`src/rtl/usr_pkg.sv`:
```
// Shared definitions for the universal shift register: Mode encodings and
// the helper that sizes the shift counter.
package usr_pkg;

    localparam logic [2:0] MODE_HOLD  = 3'b000;
    localparam logic [2:0] MODE_SHR   = 3'b001;
    localparam logic [2:0] MODE_SHL   = 3'b010;
    localparam logic [2:0] MODE_LOAD  = 3'b011;
    localparam logic [2:0] MODE_ROR   = 3'b100;
    localparam logic [2:0] MODE_ROL   = 3'b101;
    localparam logic [2:0] MODE_CLEAR = 3'b110;

    // Counter must be able to hold the value WIDTH itself (saturation point).
    function automatic int usr_count_width(input int width);
        return $clog2(width + 1);
    endfunction

endpackage

```
`src/rtl/usr_shift_counter.sv`:
```
// Saturating count of shifts since the last load/clear, with a one-cycle
// Done pulse on the edge where the count reaches WIDTH.
module usr_shift_counter
    import usr_pkg::*;
#(
    parameter int WIDTH = 8
) (
    input  logic Clk,
    input  logic Reset,
    input  logic clear,
    input  logic shift,
    output logic done
);

    localparam int CW = usr_count_width(WIDTH);
    localparam logic [CW-1:0] COUNT_FULL = CW'(WIDTH);
    localparam logic [CW-1:0] COUNT_LAST = CW'(WIDTH - 1);

    logic [CW-1:0] count_reg;
    logic          done_reg;

    // Clear wins over shift; once saturated further shifts neither count nor re-fire Done.
    always_ff @(posedge Clk) begin
        if (Reset) begin
            count_reg <= '0;
            done_reg  <= 1'b0;
        end else begin
            done_reg <= 1'b0;
            if (clear) begin
                count_reg <= '0;
            end else if (shift && (count_reg != COUNT_FULL)) begin
                count_reg <= count_reg + 1'b1;
                done_reg  <= (count_reg == COUNT_LAST);
            end
        end
    end

    assign done = done_reg;

endmodule

```
`src/rtl/universal_shift_register.sv`:
```
// Universal shift register: hold, serial shift both ways, parallel load,
// clear and (when the USR_ROTATE_EN macro is defined) rotate both ways.
// Without USR_ROTATE_EN the rotate encodings behave as HOLD.
module universal_shift_register
    import usr_pkg::*;
#(
    parameter int               WIDTH       = 8,
    parameter logic [WIDTH-1:0] RESET_VALUE = '0
) (
    input  logic             Clk,
    input  logic             Reset,
    input  logic             En,
    input  logic [2:0]       Mode,
    input  logic             SerIn,
    input  logic [WIDTH-1:0] D,
    output logic [WIDTH-1:0] Q,
    output logic             SoutR,
    output logic             SoutL,
    output logic             Done
);

    logic [WIDTH-1:0] q_reg;
    logic [WIDTH-1:0] q_next;
    logic [WIDTH-1:0] shr_val;
    logic [WIDTH-1:0] shl_val;
    logic             shift_strobe;
    logic             clear_strobe;

    // Per-bit neighbour selection for the two serial shift directions.
    generate
        for (genvar gi = 0; gi < WIDTH; gi++) begin : g_shift_bits
            if (gi == WIDTH - 1) begin : g_top
                assign shr_val[gi] = SerIn;
            end else begin : g_not_top
                assign shr_val[gi] = q_reg[gi+1];
            end
            if (gi == 0) begin : g_bottom
                assign shl_val[gi] = SerIn;
            end else begin : g_not_bottom
                assign shl_val[gi] = q_reg[gi-1];
            end
        end
    endgenerate

    // Mode multiplexer: next register value plus the counter strobes.
    always_comb begin
        q_next       = q_reg;
        shift_strobe = 1'b0;
        clear_strobe = 1'b0;
        if (En) begin
            case (Mode)
                MODE_SHR: begin
                    q_next       = shr_val;
                    shift_strobe = 1'b1;
                end
                MODE_SHL: begin
                    q_next       = shl_val;
                    shift_strobe = 1'b1;
                end
                MODE_LOAD: begin
                    q_next       = D;
                    clear_strobe = 1'b1;
                end
`ifdef USR_ROTATE_EN
                MODE_ROR: begin
                    q_next       = {q_reg[0], q_reg[WIDTH-1:1]};
                    shift_strobe = 1'b1;
                end
                MODE_ROL: begin
                    q_next       = {q_reg[WIDTH-2:0], q_reg[WIDTH-1]};
                    shift_strobe = 1'b1;
                end
`endif
                MODE_CLEAR: begin
                    q_next       = '0;
                    clear_strobe = 1'b1;
                end
                default: begin
                    q_next = q_reg;
                end
            endcase
        end
    end

    // Data register; reset overrides enable and mode.
    always_ff @(posedge Clk) begin
        if (Reset) begin
            q_reg <= RESET_VALUE;
        end else begin
            q_reg <= q_next;
        end
    end

    usr_shift_counter #(
        .WIDTH(WIDTH)
    ) u_counter (
        .Clk  (Clk),
        .Reset(Reset),
        .clear(clear_strobe),
        .shift(shift_strobe),
        .done (Done)
    );

    assign Q     = q_reg;
    assign SoutR = q_reg[0];
    assign SoutL = q_reg[WIDTH-1];

endmodule

```
`config.mk`:
```
export PLATFORM = sky130hd
export DESIGN_NAME = universal_shift_register
export DESIGN_NICKNAME = d
export VERILOG_FILES = /design/src/rtl/usr_pkg.sv /design/src/rtl/usr_shift_counter.sv /design/src/rtl/universal_shift_register.sv
export SDC_FILE = /design/constraint.sdc
export NUM_CORES = 1
export LEC_CHECK = 0
export BUFFER_PORTS_ARGS = -buffer_cell sky130_fd_sc_hd__buf_2
export CAP_MARGIN = 30
export CORE_AREA = 2 2 46 48
export DETAILED_ROUTE_END_ITERATION = 16
export DIE_AREA = 0 0 48 50
export PLACE_DENSITY = 0.85
export SLEW_MARGIN = 20
export SYNTH_ARGS = -nofsm -noshare
export SYNTH_HDL_FRONTEND = slang
export SYNTH_SLANG_ARGS = --single-unit
```
`constraint.sdc`:
```
create_clock -name Clk -period 1.4 [get_ports Clk]
set_input_delay 0.28 -clock Clk [delete_from_list [all_inputs] [get_ports Clk]]
set_output_delay 0.28 -clock Clk [all_outputs]
set_load 0.02 [all_outputs]
```
### Word-level counts from Yosys, hierarchy flattened

Cells that the tools add are included.

* input bits: 15
* output and inout bits: 11
* flip-flop bits (word level): 13
* word-level logic and storage cells: 23

* reduce and logical (&&, ||, !) cells: 7
* bitwise gates (word level): 1
* $add $sub $neg: 1
* equality and inequality tests: 6
* multiplexer cells: 5

Operators by type and width (count)
* $pmux W8 S4: 1
* $eq A3 B2 Y1 const B: 2
* $reduce_or A2 Y1: 3
* $add A4 B1 Y4 const B: 1
* $eq A4 B3 Y1 const B: 1
* $mux W1: 4
* $ne A4 B4 Y1 const B: 1
* $reduce_bool A4 Y1: 1
* $eq A3 B1 Y1 const B: 1
* $eq A3 B3 Y1 const B: 1
* $reduce_or A3 Y1: 1
* $reduce_and A2 Y1: 1
* $logic_and A1 B1 Y1: 1
* $not A1 Y1: 1

### Longest topological paths before layout

* word-level depth: 7
* gate-level depth with buffers: 5
* gate-level depth less buffers: 5

### Hierarchy

From an unflattened synthesis, not the netlist that was laid out.

* cell total of the unflattened synthesis: 93
* area, all modules: 888.4 µm²

Modules (own cells, without submodules)
* universal_shift_register: area each 654.4 µm², cells an instance 67, instances 1, seq. area each 160.2 µm²
* usr_shift_counter: area each 234.0 µm², cells an instance 26, instances 1, seq. area each 100.1 µm²

### Worst setup path before layout

No wires, ideal clock.

* path type: input port to flip-flop
* start: input Mode[2]
* end: register u_counter.count_reg[3]
* slack: 140 ps
* stages: 4
* data arrival time: 1190 ps
* library setup time: 70 ps
* path buffers: 1
* path through: buf_4 -> nand3b_1 -> or4_1 -> a21oi_1

* cells in the longest elaborated chain, start to end: 5
* elaborated cells between the ends (all ways): 12
* classes of those cells: eq/ne: 4; mux: 4; reduce/logical: 4

RTL lines
* from (decl): line universal_shift_register.sv:13 `input logic [2:0] Mode,`
* $eq A3 B3 Y1, or another cell as far along: line universal_shift_register.sv:51 `case (Mode)`
* $reduce_or A2 Y1 (no line)
* $mux W1: line universal_shift_register.sv:51
* $mux W1: line universal_shift_register.sv:50 `if (En) begin`
* $reduce_or A2 Y1 (no line) or $logic_and A1 B1 Y1 (tied branches)
* to (signal assigned): line usr_shift_counter.sv:32 `count_reg <= count_reg + 1'b1;`
* to (decl): line usr_shift_counter.sv:19 `logic [CW-1:0] count_reg;`

Parallel ways exist; a longest one is shown, timed or not.
A chain may end at the register's enable or synchronous reset.

### Worst setup path after layout

* start: register u_counter.count_reg[1]
* end: register u_counter.count_reg[1]

* cells in the longest elaborated chain, start to end: 2
* elaborated cells between the ends (all ways): 3
* classes of those cells: add/sub: 1; eq/ne: 1; reduce/logical: 1

RTL lines
* branches (longest 2 deep; another with $add A4 B1 Y4)

Several ways; the timed one is not identified.

==> metrics <==
reg-to-reg endpoint=u_counter.count_reg[1]; final non-filler cell total=154; IO Count=26; first-pass GRT wire length=3374 µm; R2R Path Start=u_counter.count_reg[1]; Crit Path Class=reg2reg; post-synth cell types=30; CTS Buf Count=3; pin count of the biggest net entering global routing=18; aggregate global-route resource usage=0.1916; CP max stage cell=dfxtp_1; Lkg Pwr=0.4537 nW; Final Max Slew Viols=0; P_sw=0.2757 mW; clock latency on the worst-skew pair=270 ps; Worst Setup SP=u_counter.count_reg[1]; Die Wd=48 µm; top cell type by total area after synthesis=dfxtp_1; Post-CTS Repair Setup Buffers=0; sequential power share=0.466; crit-path leading delay family=flip-flops; Pint=0.6014 mW; crit path DAT=1480 ps; sw frac=0.3143; PwrDens=826.7 nW/µm²; r2r worst-path depth=5; Fillers=172; final hold slack=303.8 ps; initial antenna violation count=0; htree depth=1; cts hold-fix bufs=0; CP Max Fanout=4; crit end category=flip-flop; Tmin final=1324 ps; Area contributors post-synth=dfxtp_1 29%, mux2i_1 7.8%, o221a_1 7.5%; Avg WL per Cell=13.21 µm; Critical Path Max Stage Delay=390 ps; Yosys top cell area share=0.2885; critical-path cell list=inv_1, ha_1, and3b_1, o31ai_1, a21oi_1; Critical path buffers and inverters=1; Ys Warns=0; total of max-cap violations=0; diode count=0; Final nets=145; register area share after synthesis=0.2885; gr ovfl total=0; Comb pwr share=0.262; worst-margin pin slew=253.6 ps; Final period util=0.9458; Multi-input gate area=561.8 µm²; row cnt=16; Achievable Freq=755.2 MHz; Syn Nets=119; Final Hold Viols=0; Worst VDD drop=0.5671 mV; power share of the clock group=0.271; DP HPWL=1586 µm; total power=0.8771 mW; Area Overhead vs Synth=17.61%; clock tree root buffer cell=clkbuf_4; r2r setup slk=80 ps; storage element area=261.5 µm²; DIE AREA=2400 µm²; Starting Density=0.4743; #FFs+latches synth=13; outcome=completed; Setup WS pre-CTS=81.57 ps; Slew HR=0.8295; Final GP Congestion=0.7366; Post-Syn Area per Cell=8.844 µm²; TritonRoute pass-1 iters=4; clk sinks=13; Post-Syn Instances=102; layout cell share with drive strength beyond 1=0.2992; Setup TNS Final=0 ps; vias per cell=5.474; CTS Buffer Depth=2; max FFs per register=8; Core Region=1902 µm²; buffers added on ports=25; clock-pin slew on the worst setup and hold paths=80 ps; Worst Hold Class=in2reg; total vias in the final route=843; Worst Hold End=Q[7]; mapped cell area=902.1 µm²; DIE HEIGHT=50 µm; antenna-violating nets left=0; DRT iter0 DRCs=13; hold depth=3; Worst Slack Setup Final=75.88 ps; CP required=1560 ps; total placed cells including tap cells=150; Detailed Route WL=2034 µm; RSZ-0062 raised after global routing=false; # DRC=0; clock skew=0.8494 ps; Startpoint Class=flip-flop; vias in the first global route=797; hold path start=SerIn; Setup-failing EPs final=0; CTS tree=yes; PostCTS Resize Cnt=0
==> cell usage in the layout (no fill, tap or decap), drive strengths merged, types with 2 or more instances in the layout <==
| master | count |
|---|---|
| xnor2 | 2 |
| buf | 31 |
| nand3b | 2 |
| inv | 2 |
| a21oi | 13 |
| nor2 | 2 |
| ha | 2 |
| clkbuf | 4 |
| nand2 | 3 |
| nand2b | 3 |
| nor2b | 10 |
| or2b | 2 |
| a311oi | 2 |
| nor3 | 7 |
| o31ai | 3 |
| dfxtp | 13 |
| o2bb2ai | 2 |
| o221a | 6 |
| mux2i | 7 |
| o21ai | 2 |
| nand4 | 3 |
==> cells by family after synthesis <==
family | Yosys count | synth area share
mux | 7 | 0.07767
fa+ha+maj | 2 | 0.02773
xor+xnor | 3 | 0.04578
compound gates | 30 | 0.2427
flops | 13 | 0.2885
buf+inv | 12 | 0.08877
simple gates | 35 | 0.2289
==> per-layer routing <==
metal | wire length (µm) | GRT usage | share of wire
met5 | 0 | 0 | 0
met4 | 11 | 0.04505 | 0.0054
met3 | 122 | 0.04762 | 0.060
met2 | 1041 | 0.3200 | 0.51
met1 | 859 | 0.2378 | 0.42
==> metrics by stage <==
| step | area, µm² | util |
|---|---|---|
| floorplan | 902.1 | - |
| CTS | 1060 | 0.5572 |
| finish | 1061 | 0.5579 |
| global placement | 1033 | 0.5434 |
| detailed placement | 1033 | 0.5434 |
| global route | 1061 | 0.5579 |
==> cell usage after synthesis <==
master	instances
o31ai_1	3
nand2b_1	3
xor2_2	1
o21bai_1	1
mux2i_1	7
ha_1	2
or2_1	1
clkbuf_1	2
o221a_1	6
inv_1	2
or4_1	1
a21oi_1	13
a21boi_2	1
xnor2_2	1
nand3b_1	2
dfxtp_1	13
o21ai_0	2
buf_4	5
nand4_1	3
o2bb2ai_1	2
and3b_1	1
nor2b_1	10
nand2_1	3
buf_2	1
nor3_1	7
a311oi_1	2
buf_6	2
or2b_1	2
nor2_1	2
xnor2_1	1
==> worst register-to-register path, delay by kind of cell, from the launching register on <==
kind / cells / cell delay, ps
simple gates: 1 / 200
fa+ha+maj: 1 / 200
buf+inv: 1 / 60
flops: 1 / 390
compound gates: 2 / 360
==> cell type report <==
cell class / instances / area share
Multi-Input combinational cell: 77 / 0.5295
Sequential cell: 13 / 0.2465
Timing Repair Buffer: 31 / 0.1604
Tap cell: 27 / 0.03184
Clock buffer: 4 / 0.02476
Inverter: 2 / 0.007075
==> power groups by stage <==
| stage | Sequential, mW | Clock (mW) | Combinational, mW |
|---|---|---|---|
| 2_1_floorplan | 0.434 | 0 | 0.148 |
| 3_3_place_gp | 0.416 | 0 | 0.222 |
| 3_5_place_dp | 0.417 | 0 | 0.230 |
| 4_1_cts | 0.409 | 0.242 | 0.231 |
| 5_1_grt | 0.411 | 0.261 | 0.251 |
| 6_report | 0.409 | 0.238 | 0.230 |
==> worst max path at each step <==
stage / to / depth (start not counted)
6_report: u_counter.count_reg[1] / 5
5_1_grt: u_counter.count_reg[1] / 5
4_1_cts: u_counter.count_reg[1] / 5
3_5_place_dp: u_counter.count_reg[1] / 5
3_3_place_gp: u_counter.count_reg[3] / 4
2_1_floorplan: u_counter.count_reg[3] / 4
No activity file was read; power rests on OpenSTA's default activity.
